==> config.mk <==
export PLATFORM = sky130hd
export DESIGN_NAME = mreq_wb_master_flat
export DESIGN_NICKNAME = d
export VERILOG_FILES = /design/src/rtl/mreq_pkg.sv /design/src/rtl/mreq_wb_master_if.sv /design/src/rtl/mreq_lane_mux.sv /design/src/rtl/mreq_wb_master.sv /design/src/flat_wrapper.sv
export SDC_FILE = /design/constraint.sdc
export NUM_CORES = 1
export LEC_CHECK = 0
export ABC_CLOCK_PERIOD_IN_PS = 3900
export CAP_MARGIN = 20
export CELL_PAD_IN_SITES_DETAIL_PLACEMENT = 1
export CELL_PAD_IN_SITES_GLOBAL_PLACEMENT = 2
export CORE_MARGIN = 1
export CORE_UTILIZATION = 24
export CTS_CLUSTER_SIZE = 20
export DETAILED_ROUTE_END_ITERATION = 6
export GPL_TIMING_DRIVEN = 0
export PLACE_DENSITY_LB_ADDON = 0.1
export SYNTH_ARGS = -nofsm -noshare
export SYNTH_HDL_FRONTEND = slang
export SYNTH_SLANG_ARGS = --single-unit
==> constraint.sdc <==
create_clock -name i_clk -period 3.9 [get_ports i_clk]
set_input_delay 0.585 -clock i_clk [delete_from_list [all_inputs] [get_ports i_clk]]
set_output_delay 0.585 -clock i_clk [all_outputs]
set_load 0.02 [all_outputs]
==> src/rtl/mreq_pkg.sv <==
// Shared types for the memory-request to Wishbone master: word sizes, FSM states
// and the size-to-byte-count helper.
package mreq_pkg;

  localparam int unsigned DATA_W = 32;
  localparam int unsigned SEL_W  = DATA_W / 8;

  typedef enum logic [1:0] {
    WSIZE_1  = 2'd0,
    WSIZE_2  = 2'd1,
    WSIZE_4  = 2'd2,
    WSIZE_4X = 2'd3
  } wsize_e;

  typedef enum logic [1:0] {
    ST_IDLE  = 2'd0,
    ST_WDATA = 2'd1,
    ST_BUS   = 2'd2,
    ST_RDATA = 2'd3
  } state_e;

  // Encoding 3 behaves exactly like a 4-byte word.
  function automatic logic [2:0] size_bytes(input wsize_e wsize);
    case (wsize)
      WSIZE_1: size_bytes = 3'd1;
      WSIZE_2: size_bytes = 3'd2;
      default: size_bytes = 3'd4;
    endcase
  endfunction

endpackage

==> src/rtl/mreq_wb_master_if.sv <==
// Request, write-data, read-data and Wishbone signal bundle of mreq_wb_master.
interface mreq_wb_master_if #(
  parameter int unsigned WB_ABITS = 30
);

  logic                i_mreq_valid;
  logic                i_mreq_ready;
  logic                i_mreq_wr;
  logic                i_mreq_aincr;
  logic [1:0]          i_mreq_wsize;
  logic [7:0]          i_mreq_wcount;
  logic [31:0]         i_mreq_addr;

  logic [31:0]         i_wdata;
  logic                i_wdata_valid;
  logic                o_wdata_ready;

  logic [31:0]         o_rdata;
  logic                o_rdata_valid;
  logic                i_rdata_ready;

  logic                o_wb_cyc;
  logic                o_wb_stb;
  logic                o_wb_we;
  logic [WB_ABITS-1:0] o_wb_adr;
  logic [31:0]         o_wb_dat;
  logic [3:0]          o_wb_sel;
  logic                i_wb_ack;
  logic [31:0]         i_wb_dat;

  logic                o_busy;

  modport master (
    input  i_mreq_valid, i_mreq_wr, i_mreq_aincr, i_mreq_wsize, i_mreq_wcount, i_mreq_addr,
    input  i_wdata, i_wdata_valid, i_rdata_ready, i_wb_ack, i_wb_dat,
    output i_mreq_ready, o_wdata_ready, o_rdata, o_rdata_valid,
    output o_wb_cyc, o_wb_stb, o_wb_we, o_wb_adr, o_wb_dat, o_wb_sel, o_busy
  );

  modport slave (
    output i_mreq_valid, i_mreq_wr, i_mreq_aincr, i_mreq_wsize, i_mreq_wcount, i_mreq_addr,
    output i_wdata, i_wdata_valid, i_rdata_ready, i_wb_ack, i_wb_dat,
    input  i_mreq_ready, o_wdata_ready, o_rdata, o_rdata_valid,
    input  o_wb_cyc, o_wb_stb, o_wb_we, o_wb_adr, o_wb_dat, o_wb_sel, o_busy
  );

endinterface

==> src/rtl/mreq_lane_mux.sv <==
// Byte-lane select, write-data shift and read-data extract for 1/2/4-byte words;
// low address bits are aligned down to the word size.
module mreq_lane_mux
  import mreq_pkg::*;
(
  input  wsize_e      wsize,
  input  logic [1:0]  addr_lo,
  input  logic [31:0] wdata,
  input  logic [31:0] bus_dat,
  output logic [3:0]  sel_c,
  output logic [31:0] wdata_lane_c,
  output logic [31:0] rdata_lane_c
);

  always_comb begin
    sel_c        = 4'b1111;
    wdata_lane_c = wdata;
    rdata_lane_c = bus_dat;
    case (wsize)
      WSIZE_1: begin
        sel_c        = 4'b0001 << addr_lo;
        wdata_lane_c = {24'd0, wdata[7:0]} << {addr_lo, 3'b000};
        rdata_lane_c = {24'd0, 8'(bus_dat >> {addr_lo, 3'b000})};
      end
      WSIZE_2: begin
        sel_c        = addr_lo[1] ? 4'b1100 : 4'b0011;
        wdata_lane_c = addr_lo[1] ? {wdata[15:0], 16'd0} : {16'd0, wdata[15:0]};
        rdata_lane_c = {16'd0, addr_lo[1] ? bus_dat[31:16] : bus_dat[15:0]};
      end
      default: begin
        sel_c        = 4'b1111;
        wdata_lane_c = wdata;
        rdata_lane_c = bus_dat;
      end
    endcase
  end

endmodule

==> src/rtl/mreq_wb_master.sv <==
// Converts counted, optionally address-incrementing memory requests into
// one Wishbone classic cycle per word, with write-data and read-data handshakes.
module mreq_wb_master
  import mreq_pkg::*;
#(
  parameter int unsigned WB_ABITS = 30
) (
  input  logic               i_clk,
  input  logic               i_rst,
  mreq_wb_master_if.master   bus
);

  state_e      state_q, state_nxt;
  logic        wr_q, wr_nxt;
  logic        aincr_q, aincr_nxt;
  wsize_e      wsize_q, wsize_nxt;
  logic [31:0] addr_q, addr_nxt;
  logic [7:0]  rem_q, rem_nxt;
  logic [31:0] wdat_q, wdat_nxt;
  logic [31:0] rdat_q, rdat_nxt;

  logic        ready_q, ready_d;
  logic        wdata_ready_q, wdata_ready_d;
  logic        rdata_valid_q, rdata_valid_d;
  logic        cyc_q, cyc_d;
  logic        we_q, we_d;
  logic [3:0]  sel_q, sel_d;
  logic        busy_q, busy_d;

  logic        accept;
  logic        word_done;
  logic [3:0]  lane_sel_c;
  logic [31:0] lane_wdata_c;
  logic [31:0] lane_rdata_c;

  assign accept    = (state_q == ST_IDLE) && ready_q && bus.i_mreq_valid;
  assign word_done = ((state_q == ST_BUS) && bus.i_wb_ack && wr_q) ||
                     ((state_q == ST_RDATA) && bus.i_rdata_ready);

  // Lane logic sees the address of the word about to be (or being) transferred.
  mreq_lane_mux u_lane_mux (
    .wsize        (wsize_nxt),
    .addr_lo      (addr_nxt[1:0]),
    .wdata        (bus.i_wdata),
    .bus_dat      (bus.i_wb_dat),
    .sel_c        (lane_sel_c),
    .wdata_lane_c (lane_wdata_c),
    .rdata_lane_c (lane_rdata_c)
  );

  // Request attributes, word counter and address stepping.
  always_comb begin
    wr_nxt    = wr_q;
    aincr_nxt = aincr_q;
    wsize_nxt = wsize_q;
    addr_nxt  = addr_q;
    rem_nxt   = rem_q;
    if (accept) begin
      wr_nxt    = bus.i_mreq_wr;
      aincr_nxt = bus.i_mreq_aincr;
      wsize_nxt = wsize_e'(bus.i_mreq_wsize);
      addr_nxt  = bus.i_mreq_addr;
      rem_nxt   = bus.i_mreq_wcount;
    end else if (word_done && (rem_q != 8'd0)) begin
      rem_nxt = rem_q - 8'd1;
      if (aincr_q) begin
        addr_nxt = addr_q + 32'(size_bytes(wsize_q));
      end
    end
  end

  // Next state and data capture.
  always_comb begin
    state_nxt = state_q;
    wdat_nxt  = wdat_q;
    rdat_nxt  = rdat_q;
    case (state_q)
      ST_IDLE: begin
        if (accept) begin
          state_nxt = bus.i_mreq_wr ? ST_WDATA : ST_BUS;
        end
      end
      ST_WDATA: begin
        if (bus.i_wdata_valid) begin
          wdat_nxt  = lane_wdata_c;
          state_nxt = ST_BUS;
        end
      end
      ST_BUS: begin
        if (bus.i_wb_ack && !wr_q) begin
          rdat_nxt  = lane_rdata_c;
          state_nxt = ST_RDATA;
        end
      end
      ST_RDATA: begin
      end
      default: state_nxt = ST_IDLE;
    endcase
    if (word_done) begin
      state_nxt = (rem_q == 8'd0) ? ST_IDLE : (wr_q ? ST_WDATA : ST_BUS);
    end
  end

  // Registered outputs follow the state being entered.
  always_comb begin
    ready_d       = (state_nxt == ST_IDLE);
    wdata_ready_d = (state_nxt == ST_WDATA);
    rdata_valid_d = (state_nxt == ST_RDATA);
    cyc_d         = (state_nxt == ST_BUS);
    we_d          = cyc_d && wr_nxt;
    sel_d         = cyc_d ? lane_sel_c : 4'b0000;
    busy_d        = (state_nxt != ST_IDLE);
  end

  always_ff @(posedge i_clk or posedge i_rst) begin
    if (i_rst) begin
      state_q       <= ST_IDLE;
      wr_q          <= 1'b0;
      aincr_q       <= 1'b0;
      wsize_q       <= WSIZE_1;
      addr_q        <= 32'd0;
      rem_q         <= 8'd0;
      wdat_q        <= 32'd0;
      rdat_q        <= 32'd0;
      ready_q       <= 1'b0;
      wdata_ready_q <= 1'b0;
      rdata_valid_q <= 1'b0;
      cyc_q         <= 1'b0;
      we_q          <= 1'b0;
      sel_q         <= 4'b0000;
      busy_q        <= 1'b0;
    end else begin
      state_q       <= state_nxt;
      wr_q          <= wr_nxt;
      aincr_q       <= aincr_nxt;
      wsize_q       <= wsize_nxt;
      addr_q        <= addr_nxt;
      rem_q         <= rem_nxt;
      wdat_q        <= wdat_nxt;
      rdat_q        <= rdat_nxt;
      ready_q       <= ready_d;
      wdata_ready_q <= wdata_ready_d;
      rdata_valid_q <= rdata_valid_d;
      cyc_q         <= cyc_d;
      we_q          <= we_d;
      sel_q         <= sel_d;
      busy_q        <= busy_d;
    end
  end

  assign bus.i_mreq_ready  = ready_q;
  assign bus.o_wdata_ready = wdata_ready_q;
  assign bus.o_rdata       = rdat_q;
  assign bus.o_rdata_valid = rdata_valid_q;
  assign bus.o_wb_cyc      = cyc_q;
  assign bus.o_wb_stb      = cyc_q;
  assign bus.o_wb_we       = we_q;
  assign bus.o_wb_adr      = addr_q[WB_ABITS+1:2];
  assign bus.o_wb_dat      = wdat_q;
  assign bus.o_wb_sel      = sel_q;
  assign bus.o_busy        = busy_q;

endmodule

==> src/flat_wrapper.sv <==
// flat-port wrapper written by rule: the top's interface ports become plain ports
module mreq_wb_master_flat import mreq_pkg::*;
#(
  parameter int unsigned WB_ABITS = 30
)
  (i_clk, i_rst, bus_i_mreq_valid, bus_i_mreq_wr, bus_i_mreq_aincr, bus_i_mreq_wsize, bus_i_mreq_wcount, bus_i_mreq_addr, bus_i_wdata, bus_i_wdata_valid, bus_i_rdata_ready, bus_i_wb_ack, bus_i_wb_dat, bus_i_mreq_ready, bus_o_wdata_ready, bus_o_rdata, bus_o_rdata_valid, bus_o_wb_cyc, bus_o_wb_stb, bus_o_wb_we, bus_o_wb_adr, bus_o_wb_dat, bus_o_wb_sel, bus_o_busy);
  mreq_wb_master_if #(.WB_ABITS(WB_ABITS)) bus_i ();
  input  logic i_clk;
  input  logic i_rst;
  input wire logic [$bits(bus_i.i_mreq_valid)-1:0] bus_i_mreq_valid;
  input wire logic [$bits(bus_i.i_mreq_wr)-1:0] bus_i_mreq_wr;
  input wire logic [$bits(bus_i.i_mreq_aincr)-1:0] bus_i_mreq_aincr;
  input wire logic [$bits(bus_i.i_mreq_wsize)-1:0] bus_i_mreq_wsize;
  input wire logic [$bits(bus_i.i_mreq_wcount)-1:0] bus_i_mreq_wcount;
  input wire logic [$bits(bus_i.i_mreq_addr)-1:0] bus_i_mreq_addr;
  input wire logic [$bits(bus_i.i_wdata)-1:0] bus_i_wdata;
  input wire logic [$bits(bus_i.i_wdata_valid)-1:0] bus_i_wdata_valid;
  input wire logic [$bits(bus_i.i_rdata_ready)-1:0] bus_i_rdata_ready;
  input wire logic [$bits(bus_i.i_wb_ack)-1:0] bus_i_wb_ack;
  input wire logic [$bits(bus_i.i_wb_dat)-1:0] bus_i_wb_dat;
  output wire logic [$bits(bus_i.i_mreq_ready)-1:0] bus_i_mreq_ready;
  output wire logic [$bits(bus_i.o_wdata_ready)-1:0] bus_o_wdata_ready;
  output wire logic [$bits(bus_i.o_rdata)-1:0] bus_o_rdata;
  output wire logic [$bits(bus_i.o_rdata_valid)-1:0] bus_o_rdata_valid;
  output wire logic [$bits(bus_i.o_wb_cyc)-1:0] bus_o_wb_cyc;
  output wire logic [$bits(bus_i.o_wb_stb)-1:0] bus_o_wb_stb;
  output wire logic [$bits(bus_i.o_wb_we)-1:0] bus_o_wb_we;
  output wire logic [$bits(bus_i.o_wb_adr)-1:0] bus_o_wb_adr;
  output wire logic [$bits(bus_i.o_wb_dat)-1:0] bus_o_wb_dat;
  output wire logic [$bits(bus_i.o_wb_sel)-1:0] bus_o_wb_sel;
  output wire logic [$bits(bus_i.o_busy)-1:0] bus_o_busy;
  assign bus_i.i_mreq_valid = bus_i_mreq_valid;
  assign bus_i.i_mreq_wr = bus_i_mreq_wr;
  assign bus_i.i_mreq_aincr = bus_i_mreq_aincr;
  assign bus_i.i_mreq_wsize = bus_i_mreq_wsize;
  assign bus_i.i_mreq_wcount = bus_i_mreq_wcount;
  assign bus_i.i_mreq_addr = bus_i_mreq_addr;
  assign bus_i.i_wdata = bus_i_wdata;
  assign bus_i.i_wdata_valid = bus_i_wdata_valid;
  assign bus_i.i_rdata_ready = bus_i_rdata_ready;
  assign bus_i.i_wb_ack = bus_i_wb_ack;
  assign bus_i.i_wb_dat = bus_i_wb_dat;
  assign bus_i_mreq_ready = bus_i.i_mreq_ready;
  assign bus_o_wdata_ready = bus_i.o_wdata_ready;
  assign bus_o_rdata = bus_i.o_rdata;
  assign bus_o_rdata_valid = bus_i.o_rdata_valid;
  assign bus_o_wb_cyc = bus_i.o_wb_cyc;
  assign bus_o_wb_stb = bus_i.o_wb_stb;
  assign bus_o_wb_we = bus_i.o_wb_we;
  assign bus_o_wb_adr = bus_i.o_wb_adr;
  assign bus_o_wb_dat = bus_i.o_wb_dat;
  assign bus_o_wb_sel = bus_i.o_wb_sel;
  assign bus_o_busy = bus_i.o_busy;
  mreq_wb_master #(.WB_ABITS(WB_ABITS)) u_core (.i_clk(i_clk), .i_rst(i_rst), .bus(bus_i));
endmodule
# After elaboration in Yosys (flattened, before gate mapping)
# Index checks and enable logic that the tools add are counted.
# totals
reg_bits	120
latch_bits	0
ram_bits	0
rom_bits	0
in_bits	114
mem_count	0
# classes
add_sub_neg	2
n_mul	0
div	0
order_cmp	0
n_eq_ne	8
n_shift	3
muxes	26
n_bitwise	0
reduce_logical	22
# op_table
op	n
2-to-1 mux 32 bit	4
one-hot mux 32 bit (2 select lines)	2
adder 32 x 3 -> 32 bit	1
<< shifter 8 x 5 -> 32 bit	1
right shift 32 x 5 -> 8 bit	1
2-to-1 mux 16 bit	1
2-to-1 mux 2 bit	8
2-to-1 mux 8 bit	2
2-to-1 mux 3 bit	3
equality test 2 x 1 -> 1 bit, second input constant	4
equality test 2 bit, second input constant	4
logical AND 1 bit	8
zero test 2 bit	4
zero test 8 bit	1
2-to-1 mux 4 bit	2
one-hot mux 4 bit (2 select lines)	1
nonzero test 8 bit	1
subtractor 8 x 1 -> 8 bit, second input constant	1
one-hot mux 2 bit (3 select lines)	1
one-hot mux 3 bit (2 select lines)	1
AND reduction 2 bit	3
nonzero test 2 bit	3
<< shifter 1 x 2 -> 4 bit, first input constant	1
zero test 1 bit	1
other kinds (2)	2

# Logic depth before layout (Yosys ltp)
# Gate-level depths: netlist of the first run.
# depth
depth_word	14
depth_mapped	11
ltp_nobuf	9

# By module
# A second synthesis of the first run with hierarchy kept.
# hier_totals
hier_cells	660
hier_area_um2	6732.7
# by_module_without_submodules
module	instances	cells_per_inst	area_each_um2	seq_area_each_um2
mreq_wb_master	1	513	5723.0	3002.9
mreq_lane_mux	1	147	1009.7	0.0

# Least setup slack after synthesis of the first run
# No wires, ideal clock.
# synth_path
kind	reg-to-reg
from	reg u_core.wsize_q[0]
to	reg u_core.addr_q[15]
setup_time_ps	124
arrival_ps	2371
t_required_ps	3776
path_slack_ps	1405
stages_incl_launch_ff	10
n_path_buf	1
period_less_slack_ps	2495
path_cell_list	dfrtp_1 > nor2b_1 > ha_1 > a21o_1 > a21oi_1 > or4_4 > or3_1 > buf_2 > o211a_1 > a211o_1
# synth_via
elab_chain_cells	9
# synth_rtl
item	line_no	rtl
start, declared	mreq_wb_master.sv:16	wsize_e wsize_q, wsize_nxt;
start signal, assigned	mreq_wb_master.sv:136	wsize_q <= wsize_nxt;
equality test 2 x 1 -> 1 bit or zero test 2 bit (tied branches)	mreq_pkg.sv:24	case (wsize)
one-hot mux 3 bit (2 select lines) *	mreq_pkg.sv:24	
2-to-1 mux 3 bit *	mreq_wb_master.sv:66	if (aincr_q) begin
2-to-1 mux 3 bit *	mreq_wb_master.sv:64	end else if (word_done && (rem_q != 8'd0)) begin
2-to-1 mux 3 bit *	mreq_wb_master.sv:58	if (accept) begin
adder 32 x 3 -> 32 bit *	mreq_wb_master.sv:67	addr_nxt = addr_q + 32'(size_bytes(wsize_q));
2-to-1 mux 32 bit *	mreq_wb_master.sv:66	
2-to-1 mux 32 bit *	mreq_wb_master.sv:64	
2-to-1 mux 32 bit *	mreq_wb_master.sv:58	
end signal, assigned	mreq_wb_master.sv:137	addr_q <= addr_nxt;
end, declared	mreq_wb_master.sv:17	logic [31:0] addr_q, addr_nxt;
# Mark *: on every way between the ends. The rest lies on a longest branch, timed or not. The select of a mux whose other input is x is not followed.
# A chain may end at the register's enable or synchronous reset.

# Worst setup path after layout of the first run
# layout_path
from	in bus_i_mreq_valid
to	reg u_core.rdat_q[20] (netlist: u_core.bus.o_rdata[20])
# layout_via
elab_chain_cells	4
# layout_rtl
item	line_no	rtl
start, declared	flat_wrapper.sv:10	input wire logic [$bits(bus_i.i_mreq_valid)-1:0] bus_i_mreq_valid;
logical AND 1 bit *	mreq_wb_master.sv:36	assign accept = (state_q == ST_IDLE) && ready_q && bus.i_mreq_valid;
2-to-1 mux 2 bit *	mreq_wb_master.sv:58	
equality test 2 x 1 -> 1 bit or zero test 2 bit (tied branches)	mreq_lane_mux.sv:19	case (wsize)
one-hot mux 32 bit (2 select lines) *	mreq_lane_mux.sv:19	
end signal, assigned	mreq_wb_master.sv:140	rdat_q <= rdat_nxt;
end, declared	mreq_wb_master.sv:20	logic [31:0] rdat_q, rdat_nxt;
# Mark *: on every way between the ends. The rest lies on a longest branch, timed or not.

==> run_results.csv, run 1 <==
group,metric,value,unit
outcome,status,"complete, no violations",
setup_path,endpoint_kind,"flip-flop",
synth,synth_warnings,0,
routing,drtAntennaViolNets,0,
cells_and_area,fillers,3203,
placement,hpwl,20460,microns
synth,syn_nets,884,
routing,dr.pass1.iters,4,
routing,highest_layer,"met4",
synth,synth.avg_cell_area,8.778,sq um
clocking,htreeDepth,4,
synth,synth.area.top_cells,"dfrtp_1 (45%), nand2_1 (8.2%), o21ai_0 (5.7%), buf_4 (3.9%), a21oi_1 (3.6%)",
cells_and_area,final_nets,1124,
sta,finalHoldViolations,0,
setup_path,worstSetupStartpointType,"input pin",
global_route,track_usage,19.61,%
sta,setup_violations,0,
power_and_ir_drop,ir_worst_vdd,0.0002996,V
global_route,grt_start_max_net_pins,84,
clocking,cts_resized,0,
power_and_ir_drop,clock_power_share,19.4,%
cells_and_area,antenna_cells,0,
sta,worst_pin_slew,0.8982,ns
synth,synthAdderAreaFrac,1.043,%
sta,post-route-min-period,3.551,ns
power_and_ir_drop,pwr_density_cell,854.0,nW/um^2
flow_run,max_cap_violations,0,
placement,dp.cells,1357,
cells_and_area,area.sequential,3003,sq um
cells_and_area,drive_above_1_share,9.823,%
die,row_count,60,
routing,finalWirelength,27290,microns
die,die_w,169.3,microns
synth,synth_xor_xnor_area_share,1.956,%
setup_path,path_max_fanout,10,
worst_hold_path,hold_class,"flip-flop to flip-flop",
synth,yosysMostFrequentCell,"nand2_1",
routing,met2_length,13180,microns
power_and_ir_drop,p_leak,4.002,nW
clocking,cts.path.max_buffers,2,
sta,rsz0062_at_grt,"false",
sta,max_freq,281.6,MHz
die,start_util,24.71,%
routing,drcViolationCount,0,
clocking,holdBufCountCts,0,
global_route,grt_overflow,0,
global_route,antenna_found_initial,0,
setup_path,r2r_slack,0.43,ns
synth,synth_mux_area_share,2.124,%
power_and_ir_drop,p_int,4.774,mW
clocking,clk-insertion-delay-late,0.42,ns
sta,max_slew_margin,40.12,%
routing,wl_met1,12330,microns
synth,synth_top_family_by_area,"compound AO/OA/AOI/OAI gates",
synth,synth_top_cell_by_area,"dfrtp_1",
sta,finalMaxSlewViolations,0,
synth,synth_cell_types,64,
routing,drtIter0Drc,277,
global_route,first_global_vias,7132,
sta,finClkSkew,0.01662,ns
power_and_ir_drop,power_switching,3.774,mW
sta,hold_slack,0.4824,ns
die,fp.dieArea,28650,sq um
synth,synth-seq-cells,120,
synth,ys_top_cells_by_count,"nand2_1 (146), dfrtp_1 (120), o21ai_0 (77)",
synth,ys.flop_type,"dfrtp_1",
die,die_h,169.3,microns
power_and_ir_drop,p_seq_share,27.1,%
routing,met3RoutedLength,1382,microns
cells_and_area,fin_cells,1390,
cells_and_area,area_growth,49.04,%
setup_path,arrival,3.81,ns
die,pin_count,219,
routing,num_vias,6658,
synth,synth_compound_area_share,22.66,%
synth,netlist_instances,765,
synth,yosysSeqAreaShare,44.72,%
global_route,grt_first_pass_wirelength,42500,microns
routing,viasPerCell,4.790,
setup_path,required,4.16,ns
placement,gp_congestion,0.7447,
synth,synthArstFlopShare,100.0,%
power_and_ir_drop,combPwrFrac,53.5,%
clocking,cts_made_buffers,17,
sta,period_share,91.06,%
synth,synth_top_area_share,44.72,%
cells_and_area,multiInputGateArea,3221,sq um
synth,synth_edf_count,0,
clocking,cts_setup_buffers,0,
setup_path,crit_type,"input pin to flip-flop",
synth,syn_area,6715,sq um
synth,synthSimpleGateAreaFrac,20.18,%
die,core_area,27180,sq um
clocking,cts_sinks,120,
clocking,cts_tree,"done",
clocking,clk_pin_slew,0.06,ns
power_and_ir_drop,sw_frac_of_total,44.15,%
placement,port_buffers,218,
clocking,clock-root-buffer,"clkbuf_16",
routing,drt-wirelength-per-cell,19.63,microns
metrics by stage:
stage                     setup WS (ns)  util [%]  power, mW  TNS, ns  area (sq um)
after floorplan                  0.1292         -      4.900        0          6715
final                            0.3487     36.83      8.547        0         10010
after global routing             0.1534     36.83      9.174        0         10010
after CTS                        0.3330     36.81      8.671        0         10000
after global placement           -2.284     34.45      6.927  -272.61          9363
after detailed placement        -0.1013     34.59      6.951  -0.5212          9400
layout make-up:
type                            count  share of cell area, %
Buffer                             77                  4.313
Sequential cell                   120                  30.00
Clock buffer                       18                  4.388
Multi-Input combinational cell    552                  32.18
Clock inverter                     14                  1.638
Tap cell                          372                  4.651
Timing Repair Buffer              221                  22.18
Inverter                           16                 0.6501
power groups by stage:
stage	Sequential [mW]	Clock, mW	Combinational (mW)
after detailed placement	2.33	0	4.62
after CTS	2.32	1.70	4.65
after global routing	2.40	1.76	5.01
after global placement	2.33	0	4.60
after floorplan	2.64	0	2.26
final	2.31	1.66	4.57
state kept, by name, summed over array words and instances (netlist names), 2 cells and up:
| signal | flops |
|---|---|
| u_core.addr_q | 32 |
| u_core.wsize_q | 2 |
| u_core.bus.o_wb_dat | 32 |
| u_core.bus.o_wb_sel | 4 |
| u_core.state_q | 2 |
| u_core.bus.o_rdata | 32 |
| u_core.rem_q | 8 |
routing by layer:
metal | vias up | GRT usage (%)
met2 | 166 | 32.99
met5 | - | 0
li1 | 3213 | -
met3 | 22 | 4.501
met4 | 0 | 4.779
met1 | 3257 | 25.32
final timing paths:
kind,cells past startpoint,start,end
max in group asynchronous,3,i_rst,u_core.addr_q[4]
max,7,bus_i_mreq_valid,u_core.bus.o_rdata[20]
min,2,u_core.bus.o_wb_dat[5],u_core.bus.o_wb_dat[5]
min reg2reg,2,u_core.bus.o_wb_dat[5],u_core.bus.o_wb_dat[5]
min in group asynchronous,2,i_rst,u_core.bus.o_wb_dat[1]
max reg2reg,7,u_core.state_q[1],u_core.bus.o_rdata[20]
cell usage in the layout (no fill, tap or decap), types with 4 or more instances in the layout:
master	n
inv_6	6
a32o_1	8
a21oi_1	48
and3_1	14
xnor2_1	7
dfrtp_1	120
xor2_1	8
nand2_1	146
or3_1	7
o21ai_0	77
a21boi_0	10
a41o_1	4
ha_1	4
clkbuf_1	30
o31ai_1	17
o311ai_0	8
and2_1	6
a21o_1	4
a31oi_1	12
clkdlybuf4s50_1	218
nor4_1	4
buf_2	11
clkbuf_16	17
nor2_1	41
buf_4	35
inv_1	13
o211ai_1	27
nor3_1	7
nand4_1	11
and4_1	5
mux2i_1	12
nand3_1	20
kinds of logic after synthesis:
kind of cell | after synthesis
simple gates | 283
mux | 13
fa+ha+maj | 5
buf+inv | 93
compound gates | 236
xor+xnor | 15
flops | 120
worst max-delay path, cell delays in order:
cell and delay, ns:
clkdlybuf4s50_1 0.51, nor4bb_1 0.21, buf_2 0.30, mux2i_1 0.76, clkbuf_1 0.68, clkbuf_1 0.55, o21ai_0 0.22
No activity file was read; power rests on OpenSTA's default activity.
==> inputs of run 2 (changes only) <==
ABC_CLOCK_PERIOD_IN_PS = 3300   (was 3900)
CORE_UTILIZATION = 27   (was 24)
clock period = 3.3 ns   (was 3.9 ns; I/O delays follow)
==> run 2 against run 1 <==
Against the previous run:
- register-to-register slack got worse by 0.10 ns
- combinational power increased by 19%
- largest power group unchanged
- critical path type is now flip-flop to flip-flop
- clock power increased by 23%
- total power increased by 20%
- sequential power increased by 18%
- non-clock buffer count increased by 2
- worst hold slack got worse by 0.073 ns
==> run_results.csv, run 2 (synthesis gave the netlist of run 1 again) <==
group,metric,value,unit
setup_path,crit_type,"flip-flop to flip-flop",
clocking,cts_tree,"done",
routing,drcViolationCount,0,
setup_path,endpoint_kind,"flip-flop",
clocking,cts_sinks,120,
sta,post-route-min-period,2.973,ns
cells_and_area,final_core_util,41.17,%
cells_and_area,multiInputGateArea,3248,sq um
flow_run,max_cap_violations,0,
cells_and_area,fillers,2860,
cells_and_area,antenna_cells,0,
power_and_ir_drop,clock_power_share,20.1,%
placement,gp_congestion,0.7893,
sta,finalMaxSlewViolations,0,
clocking,cts.path.max_buffers,2,
setup_path,r2r_cells,11,
clocking,cts_setup_buffers,0,
power_and_ir_drop,pwr_density_cell,1019,nW/um^2
sta,finClkSkew,0.01096,ns
cells_and_area,area_growth,49.54,%
setup_path,worstSetupStartpointType,"flip-flop",
global_route,antenna_found_initial,0,
routing,drtAntennaViolNets,0,
global_route,first_global_vias,7046,
routing,dr.pass1.iters,5,
setup_path,crit_chain,"buf_4 -> nor4bb_1 -> buf_2 -> mux2i_4 -> inv_1 -> a211oi_2 -> buf_2 -> buf_2 -> a21boi_0 -> o21ai_0 -> a31oi_1",
clocking,clk_pin_slew,0.06,ns
placement,port_buffers,218,
routing,num_vias,6622,
cells_and_area,final_nets,1126,
sta,setup_violations,0,
die,pin_count,219,
sta,rsz0062_at_grt,"false",
power_and_ir_drop,finalPower,10.23,mW
clocking,htreeDepth,4,
sta,max_freq,336.4,MHz
clocking,clk-insertion-delay-late,0.43,ns
cells_and_area,fin_area,10040,sq um
clocking,cts_made_buffers,17,
setup_path,arrival,3.27,ns
power_and_ir_drop,p_leak,4.032,nW
global_route,grt_first_pass_wirelength,41580,microns
setup_path,required,3.60,ns
setup_path,slowest_stage,"mux2i_4",
global_route,track_usage,21.18,%
power_and_ir_drop,sw_frac_of_total,43.28,%
die,die_h,159.7,microns
routing,drt-wirelength-per-cell,19.53,microns
power_and_ir_drop,power_switching,4.429,mW
die,start_util,27.53,%
cells_and_area,layout_commonest_cell,"clkdlybuf4s50_1",
routing,finalWirelength,26250,microns
cells_and_area,area.sequential,3003,sq um
die,core_area,24390,sq um
power_and_ir_drop,p_seq_share,26.6,%
routing,drtIter0Drc,263,
setup_path,max_stage_delay,0.40,ns
setup_path,path_max_fanout,10,
global_route,grt_start_max_net_pins,38,
cells_and_area,final_cell_mix,"clkdlybuf4s50_1 (218), nand2_1 (146), dfrtp_1 (120)",
setup_path,critPathMostFrequentCell,"buf_2",
power_and_ir_drop,p_int,5.804,mW
placement,post_dp_cell_area,9376,sq um
outcome,status,"complete, no violations",
die,row_count,57,
sta,finalHoldViolations,0,
global_route,grt_overflow,0,
placement,hpwl,19900,microns
sta,period_share,90.08,%
sta,worst_pin_slew,0.7343,ns
clocking,holdBufCountCts,0,
die,fp.dieArea,25510,sq um
cells_and_area,drive_above_1_share,10.29,%
clocking,clock-root-buffer,"clkbuf_16",
power_and_ir_drop,ir_worst_vdd,0.0003803,V
sta,max_slew_margin,51.05,%
die,die_w,159.7,microns
power_and_ir_drop,combPwrFrac,53.3,%
worst_hold_path,hold_class,"input pin to asynchronous set/reset pin",
routing,viasPerCell,4.927,
sta,hold_slack,0.4095,ns
==> run 2: path summary, 6_finish.rpt <==
| kind | from | endpoint | slack [ns] |
|---|---|---|---|
| worst min register to register | u_core.bus.o_rdata[21] | u_core.bus.o_rdata[21] | 0.48 |
| worst max-delay path | u_core.state_q[1] | u_core.bus.o_rdata[7] | 0.33 |
| worst max register to register | u_core.state_q[1] | u_core.bus.o_rdata[7] | 0.33 |
| max in group asynchronous | i_rst | u_core.addr_q[31] | 2.08 |
| min in group i_clk | u_core.bus.o_rdata[21] | u_core.bus.o_rdata[21] | 0.48 |
| worst min-delay path | i_rst | u_core.rem_q[2] | 0.41 |
==> run 2: final cells by class <==
class,instances,area share (%)
plain buffers,77,4.311
clock buffers,19,4.411
clock inverters,13,1.931
inverters,16,0.6354
multi-input cells,552,32.35
flip-flops and latches,120,29.90
well taps,324,4.037
repair buffers,223,22.43
==> run 2: stage by stage <==
stage	worst slack [ns]	setup TNS [ns]	instances
after global routing	0.008618	0	1344
after floorplan	0.8046	0	765
final	0.3275	0	1344
after CTS	0.05689	0	1344
after global placement	-0.3888	-24.54	1307
after detailed placement	-0.4110	-14.90	1312
==> run 2: per-layer routing <==
layer	track usage (%)	part of all wire [%]
met4	5.813	1.2
met5	0	0
met3	4.649	4.6
met1	27.19	46
met2	35.71	48
==> run 2: what timing repair did <==
item / CTS / global route
endpoints found under the setup margin: 7 / 42
pin swaps: 0 / 0
gates resized for setup: 1 / 6
==> run 2: worst max-delay path, delay by kind of cell (launching register included) <==
family | cells | cell delay, ns
multiplexers | 1 | 0.40
AND/OR/NAND/NOR | 1 | 0.25
buffers and inverters | 5 | 1.17
AO/OA/AOI/OAI | 4 | 0.64
flip-flops | 1 | 0.39
==> run 2: power by group through the flow <==
stage / Clock [mW] / Combinational, mW / Sequential [mW]
2_1_floorplan: 0 / 2.67 / 3.12
3_3_place_gp: 0 / 5.42 / 2.73
3_5_place_dp: 0 / 5.45 / 2.73
4_1_cts: 2.10 / 5.48 / 2.73
5_1_grt: 2.15 / 5.94 / 2.83
6_report: 2.05 / 5.46 / 2.72
==> inputs of run 3 (changes only) <==
CTS_CLUSTER_DIAMETER = 100   (was unset)
==> results of run 3 <==
The final DEF is identical to that of run 2; final timing and power are the same.
